`config.mk`:
```
export PLATFORM = sky130hd
export DESIGN_NAME = interval_timer
export DESIGN_NICKNAME = d
export VERILOG_FILES = /design/src/rtl/timer_pkg.sv /design/src/rtl/timer_prescaler.sv /design/src/rtl/interval_timer.sv
export SDC_FILE = /design/constraint.sdc
export NUM_CORES = 1
export LEC_CHECK = 0
export ABC_CLOCK_PERIOD_IN_PS = 4400
export CAP_MARGIN = 20
export CORE_UTILIZATION = 30
export DETAILED_ROUTE_END_ITERATION = 16
export HOLD_SLACK_MARGIN = 0.12
export SETUP_SLACK_MARGIN = 0.02
export SLEW_MARGIN = 20
export SYNTH_ARGS = -nofsm -noshare
export SYNTH_HDL_FRONTEND = slang
export SYNTH_SLANG_ARGS = --single-unit
```
`constraint.sdc`:
```
create_clock -name clk -period 4.4 [get_ports clk]
set_clock_uncertainty 0.05 [all_clocks]
set_input_delay 1.1 -clock clk [delete_from_list [all_inputs] [get_ports clk]]
set_output_delay 1.1 -clock clk [all_outputs]
set_load 0.005 [all_outputs]
```
`src/rtl/timer_pkg.sv`:
```
// Shared constants and types for the interval timer: register addresses,
// CTRL bit positions and the FSM state encoding.
package timer_pkg;

  localparam logic [1:0] ADDR_LOAD   = 2'd0;
  localparam logic [1:0] ADDR_CTRL   = 2'd1;
  localparam logic [1:0] ADDR_VALUE  = 2'd2;
  localparam logic [1:0] ADDR_STATUS = 2'd3;

  localparam int START    = 0;
  localparam int PERIODIC = 1;
  localparam int IRQ_EN   = 2;
  localparam int PRE_LSB  = 8;

  typedef enum logic {
    IDLE = 1'b0,
    RUN  = 1'b1
  } state_t;

endpackage

```
`src/rtl/timer_prescaler.sv`:
```
// Prescale divider: counts 0..p while enabled and pulses tick on the cycle
// the count equals p, so a tick occurs every p+1 enabled cycles.
module timer_prescaler #(
  parameter int PRE_W = 8
) (
  input  logic             clk,
  input  logic             rst_n,
  input  logic             clear,
  input  logic             enable,
  input  logic [PRE_W-1:0] p,
  output logic             tick
);

  logic [PRE_W-1:0] cnt;

  // Compare against the live divider value, so a new p applies at the next compare.
  assign tick = enable && (cnt == p);

  // NOTE: sequential state uses non-blocking assignments so every flop
  // updates from pre-edge values regardless of statement order.
  always_ff @(posedge clk) begin
    if (!rst_n) begin
      cnt <= '0;
    end else if (clear) begin
      cnt <= '0;
    end else if (enable) begin
      cnt <= tick ? '0 : cnt + 1'b1;
    end
  end

endmodule

```
`src/rtl/interval_timer.sv`:
```
// Programmable down-counting interval timer with register port, one-shot or
// periodic reload, pending/W1C status and a level interrupt.
module interval_timer
  import timer_pkg::*;
#(
  parameter int WIDTH = 32,
  parameter int PRE_W = 8
) (
  input  logic        clk,
  input  logic        rst_n,
  input  logic        wr_en,
  input  logic [1:0]  wr_addr,
  input  logic [31:0] wr_data,
  input  logic        rd_en,
  input  logic [1:0]  rd_addr,
  output logic [31:0] rd_data,
  output logic        rd_valid,
  output logic        irq,
  output logic        running
);

  state_t             state;
  logic [WIDTH-1:0]   load;
  logic [WIDTH-1:0]   count;
  logic               ctrl_start;
  logic               ctrl_periodic;
  logic               ctrl_irq_en;
  logic [PRE_W-1:0]   ctrl_pre;
  logic               pending;

  logic               load_wr;
  logic               ctrl_wr;
  logic               status_clr;
  logic               tick;
  logic               expire;
  logic [31:0]        rd_mux;

  assign load_wr    = wr_en && (wr_addr == ADDR_LOAD);
  assign ctrl_wr    = wr_en && (wr_addr == ADDR_CTRL);
  assign status_clr = wr_en && (wr_addr == ADDR_STATUS) && wr_data[0];

  // A CTRL write (stop or restart) takes priority over a tick in the same cycle.
  assign expire  = (state == RUN) && tick && (count == '0) && !ctrl_wr;
  assign running = (state == RUN);
  assign irq     = pending & ctrl_irq_en;

  timer_prescaler #(.PRE_W(PRE_W)) u_prescaler (
    .clk    (clk),
    .rst_n  (rst_n),
    .clear  (ctrl_wr),
    .enable (state == RUN),
    .p      (ctrl_pre),
    .tick   (tick)
  );

  // NOTE: every always_comb output gets a default first so no latch is inferred.
  always_comb begin
    rd_mux = '0;
    case (rd_addr)
      ADDR_LOAD:   rd_mux = 32'(load);
      ADDR_CTRL: begin
        rd_mux[START]              = ctrl_start;
        rd_mux[PERIODIC]           = ctrl_periodic;
        rd_mux[IRQ_EN]             = ctrl_irq_en;
        rd_mux[PRE_LSB +: PRE_W]   = ctrl_pre;
      end
      ADDR_VALUE:  rd_mux = 32'(count);
      ADDR_STATUS: rd_mux[0] = pending;
      default:     rd_mux = '0;
    endcase
  end

  always_ff @(posedge clk) begin
    if (!rst_n) begin
      state         <= IDLE;
      load          <= '0;
      count         <= '0;
      ctrl_start    <= 1'b0;
      ctrl_periodic <= 1'b0;
      ctrl_irq_en   <= 1'b0;
      ctrl_pre      <= '0;
      pending       <= 1'b0;
      rd_data       <= '0;
      rd_valid      <= 1'b0;
    end else begin
      if (load_wr) load <= wr_data[WIDTH-1:0];

      if (ctrl_wr) begin
        ctrl_start    <= wr_data[START];
        ctrl_periodic <= wr_data[PERIODIC];
        ctrl_irq_en   <= wr_data[IRQ_EN];
        ctrl_pre      <= wr_data[PRE_LSB +: PRE_W];
        if (wr_data[START]) begin
          count <= load;
          state <= RUN;
        end else begin
          state <= IDLE;
        end
      end else if ((state == RUN) && tick) begin
        if (count != '0) begin
          count <= count - 1'b1;
        end else if (ctrl_periodic) begin
          count <= load;
        end else begin
          ctrl_start <= 1'b0;
          state      <= IDLE;
        end
      end

      // Expiry set beats a same-cycle W1C clear.
      if (expire)          pending <= 1'b1;
      else if (status_clr) pending <= 1'b0;

      rd_valid <= rd_en;
      if (rd_en) rd_data <= rd_mux;
    end
  end

endmodule

```
==> flow_summary.json <==
{
  "synth_edf_count": 0,
  "dp.cells": 1010,
  "rows": 50,
  "grt_start_max_net_pins": 39,
  "grt_pass1_vias": 5010,
  "crit_type": "register to register",
  "first_iter_violations": 413,
  "antenna_found_initial": 0,
  "finalNonFillerCells": 1042,
  "start_util_pct": 30.6,
  "cap_violations": 0,
  "setup_viol": 0,
  "clock-sinks": 117,
  "status": "complete, but fails checks",
  "whs_ns": 0.418,
  "path_max_fanout": 25,
  "die_w_um": 140,
  "synth.avg_cell_area_sq_um": 7.75,
  "yosysSeqAreaShare_pct": 41.1,
  "coreArea_sq_um": 18600,
  "slew_headroom_pct": 40.8,
  "dp_hpwl_mm": 10.9,
  "wire_per_inst_um": 15.3,
  "n_fill_cell": 1933,
  "ys_async_sr_fraction_pct": 0,
  "synth_area_sq_um": 5700,
  "finalCritPeriodShare_pct": 75.9,
  "clkSlewWorstSetupHoldPaths_ns": 0.06,
  "firstDrtPassIters": 11,
  "worst_slew_pin_slew_ns": 0.888,
  "ys_warn_count": 0,
  "rsz0062_at_grt": "false",
  "cts_post_setup_buffers_inserted": 0,
  "hp-class": "register to register",
  "finalSetupTns_ns": 0,
  "cts_buffers": 17,
  "cts_hold_buf": 0,
  "clkLatencyLatePin_ns": 0.42,
  "synthAdderAreaFrac_pct": 0.658,
  "max_stage_delay_ns": 0.74,
  "worstPathRequired_ns": 4.70,
  "endpoint_kind": "register",
  "synth-compound-area-share_pct": 20.1,
  "violations": "design-rule violations",
  "cp_slowest_cell": "o31ai_4",
  "cts_tree": "yes",
  "synthTopCellsByArea": "dfxtp_1 41%, a21oi_1 11%, nand2_1 8.6%",
  "grt_pass1_wl_mm": 26.5,
  "place_congestion": 0.841,
  "route.vias.total": 5325,
  "synth_top_family_by_area": "simple AND/OR/NAND/NOR gates",
  "syn_nets": 779,
  "yosys.area.top_type": "dfxtp_1",
  "track_usage_pct": 17.0,
  "ff2ff_setup_slack_ns": 1.06,
  "layout-drive-gt1-share_pct": 7.67,
  "io_buffers": 74,
  "ctsResizeCount": 0,
  "ys_ff_latch": 117,
  "antenna_left": 0,
  "synthFlopType": "dfxtp_1",
  "dieArea_sq_um": 19600,
  "die_y_um": 140,
  "area_delta_synth_final_pct": 26.8,
  "synth-xor-area-share_pct": 2.15,
  "drc": 1,
  "root_buffer": "clkbuf_16",
  "wl_mm": 15.9,
  "num_io_pins": 75,
  "fmax_mhz": 299,
  "synth-simple-area-share_pct": 24.6,
  "slew_viol_final": 0,
  "n_antenna_cell": 0,
  "vias_per_cell": 5.11,
  "arrival_ns": 3.64,
  "fin_nets": 838,
  "overflow": 0,
  "synthesis.instances": 736,
  "startpoint_type": "register",
  "htreeDepth": 4,
  "timing.final.crit_period_ns": 3.34,
  "synthDistinctLibCells": 50,
  "hold_viol_final": 0,
  "clockBufferDepth": 2,
  "path_cells": "or4_4 -> or4b_4 -> o31ai_4 -> buf_4 -> nand2_1 -> a211o_1 -> o21ai_1",
  "synth_top_area_share_pct": 41.1,
  "synth_mux_area_share_pct": 6.19
}
-- state kept, by name, summed over array words and instances, names as in the netlist --
signal           flops
load                32
ctrl_irq_en          1
pending              1
count               32
ctrl_pre             8
running              1
rd_data             32
rd_valid             1
u_prescaler.cnt      8
ctrl_periodic        1
-- synth_stat cells (4+ instances only) --
| library cell | count |
|---|---|
| o32ai_1 | 7 |
| buf_2 | 4 |
| nor4_1 | 8 |
| nand2_1 | 131 |
| nand3b_1 | 5 |
| o31a_1 | 4 |
| o21ai_1 | 14 |
| nand4_1 | 5 |
| buf_4 | 7 |
| nor3_1 | 21 |
| nand4b_1 | 4 |
| buf_6 | 5 |
| a21o_1 | 17 |
| mux2i_1 | 33 |
| or4_1 | 6 |
| nand3_1 | 9 |
| xor2_1 | 13 |
| inv_1 | 7 |
| a211oi_1 | 10 |
| nor2_1 | 97 |
| a21oi_1 | 120 |
| clkbuf_1 | 32 |
| o21ai_0 | 7 |
| dfxtp_1 | 117 |
| or3_1 | 9 |
| buf_1 | 4 |
-- routing by layer --
layer  part of all wire, %  global-route usage, %  vias up
met1                    48                   22.5     2499
met4                   1.5                   6.25        0
met3                   3.3                   3.48       20
li1                      -                      -     2693
met5                     0                      0        -
met2                    47                   27.3      113
-- worst max-delay path: cells and delay by family, from the launching register on --
| kind | cells | cell delay (ns) |
|---|---|---|
| DFF | 1 | 0.40 |
| AOI/OAI and AO/OA | 3 | 1.07 |
| and+or+nand+nor | 3 | 1.34 |
| buffers and inverters | 1 | 0.41 |
-- worst paths after layout --
kind,from,to,cells after the start
max,count[24],count[26],7
min,load[19],load[19],2
max reg2reg,count[24],count[26],7
min reg2reg,load[19],load[19],2
-- per-stage QoR --
stage,worst slack [ns],cell area (sq um),util (%)
2_1_floorplan,1.82,5700,-
5_1_grt,0.823,7230,38.8
6_report,1.06,7230,38.8
3_3_place_gp,0.842,6620,35.5
4_1_cts,1.10,7230,38.8
3_5_place_dp,0.794,6620,35.5
-- layout by cell type, fill, tap and decap left out, types with 5 or more instances in the layout --
cell type	synthesis	final
xor2_1	13	13
nor3_1	21	21
buf_4	7	17
a211oi_1	10	10
a21o_1	17	17
inv_1	7	7
o21ai_0	7	7
nor4_1	8	8
clkdlybuf4s50_1	0	74
nand3b_1	5	5
o32ai_1	7	7
clkinvlp_4	0	5
clkbuf_16	0	17
or4_1	6	6
nand3_1	9	9
nand4_1	5	5
o21ai_1	14	14
or3_1	9	9
nor2_1	97	97
nand2_1	131	131
mux2i_1	33	33
a21oi_1	120	120
dfxtp_1	117	117
-- layout make-up --
cell class / instances / area (sq um) / area share [%]
multi-input combinational: 559 / 3070 / 42.5
timing repair buffer: 92 / 888 / 12.3
tap: 234 / 293 / 4.05
clock inverter: 15 / 181 / 2.51
clock buffer: 17 / 425 / 5.88
sequential: 117 / 2340 / 32.4
inverter: 8 / 30.0 / 0.415
-- cells by family (layout without fill, tap and decap cells) --
kind of cell,Yosys count,count (layout)
xor+xnor,14,14
mux,34,34
buf+inv,60,132
fa+ha+maj,3,3
compound gates,195,195
simple gates,313,313
flops,117,117
Power is left out: the tool's default activity adds up to more than one toggle a clock period on the data nets, which glitch-free logic cannot reach.
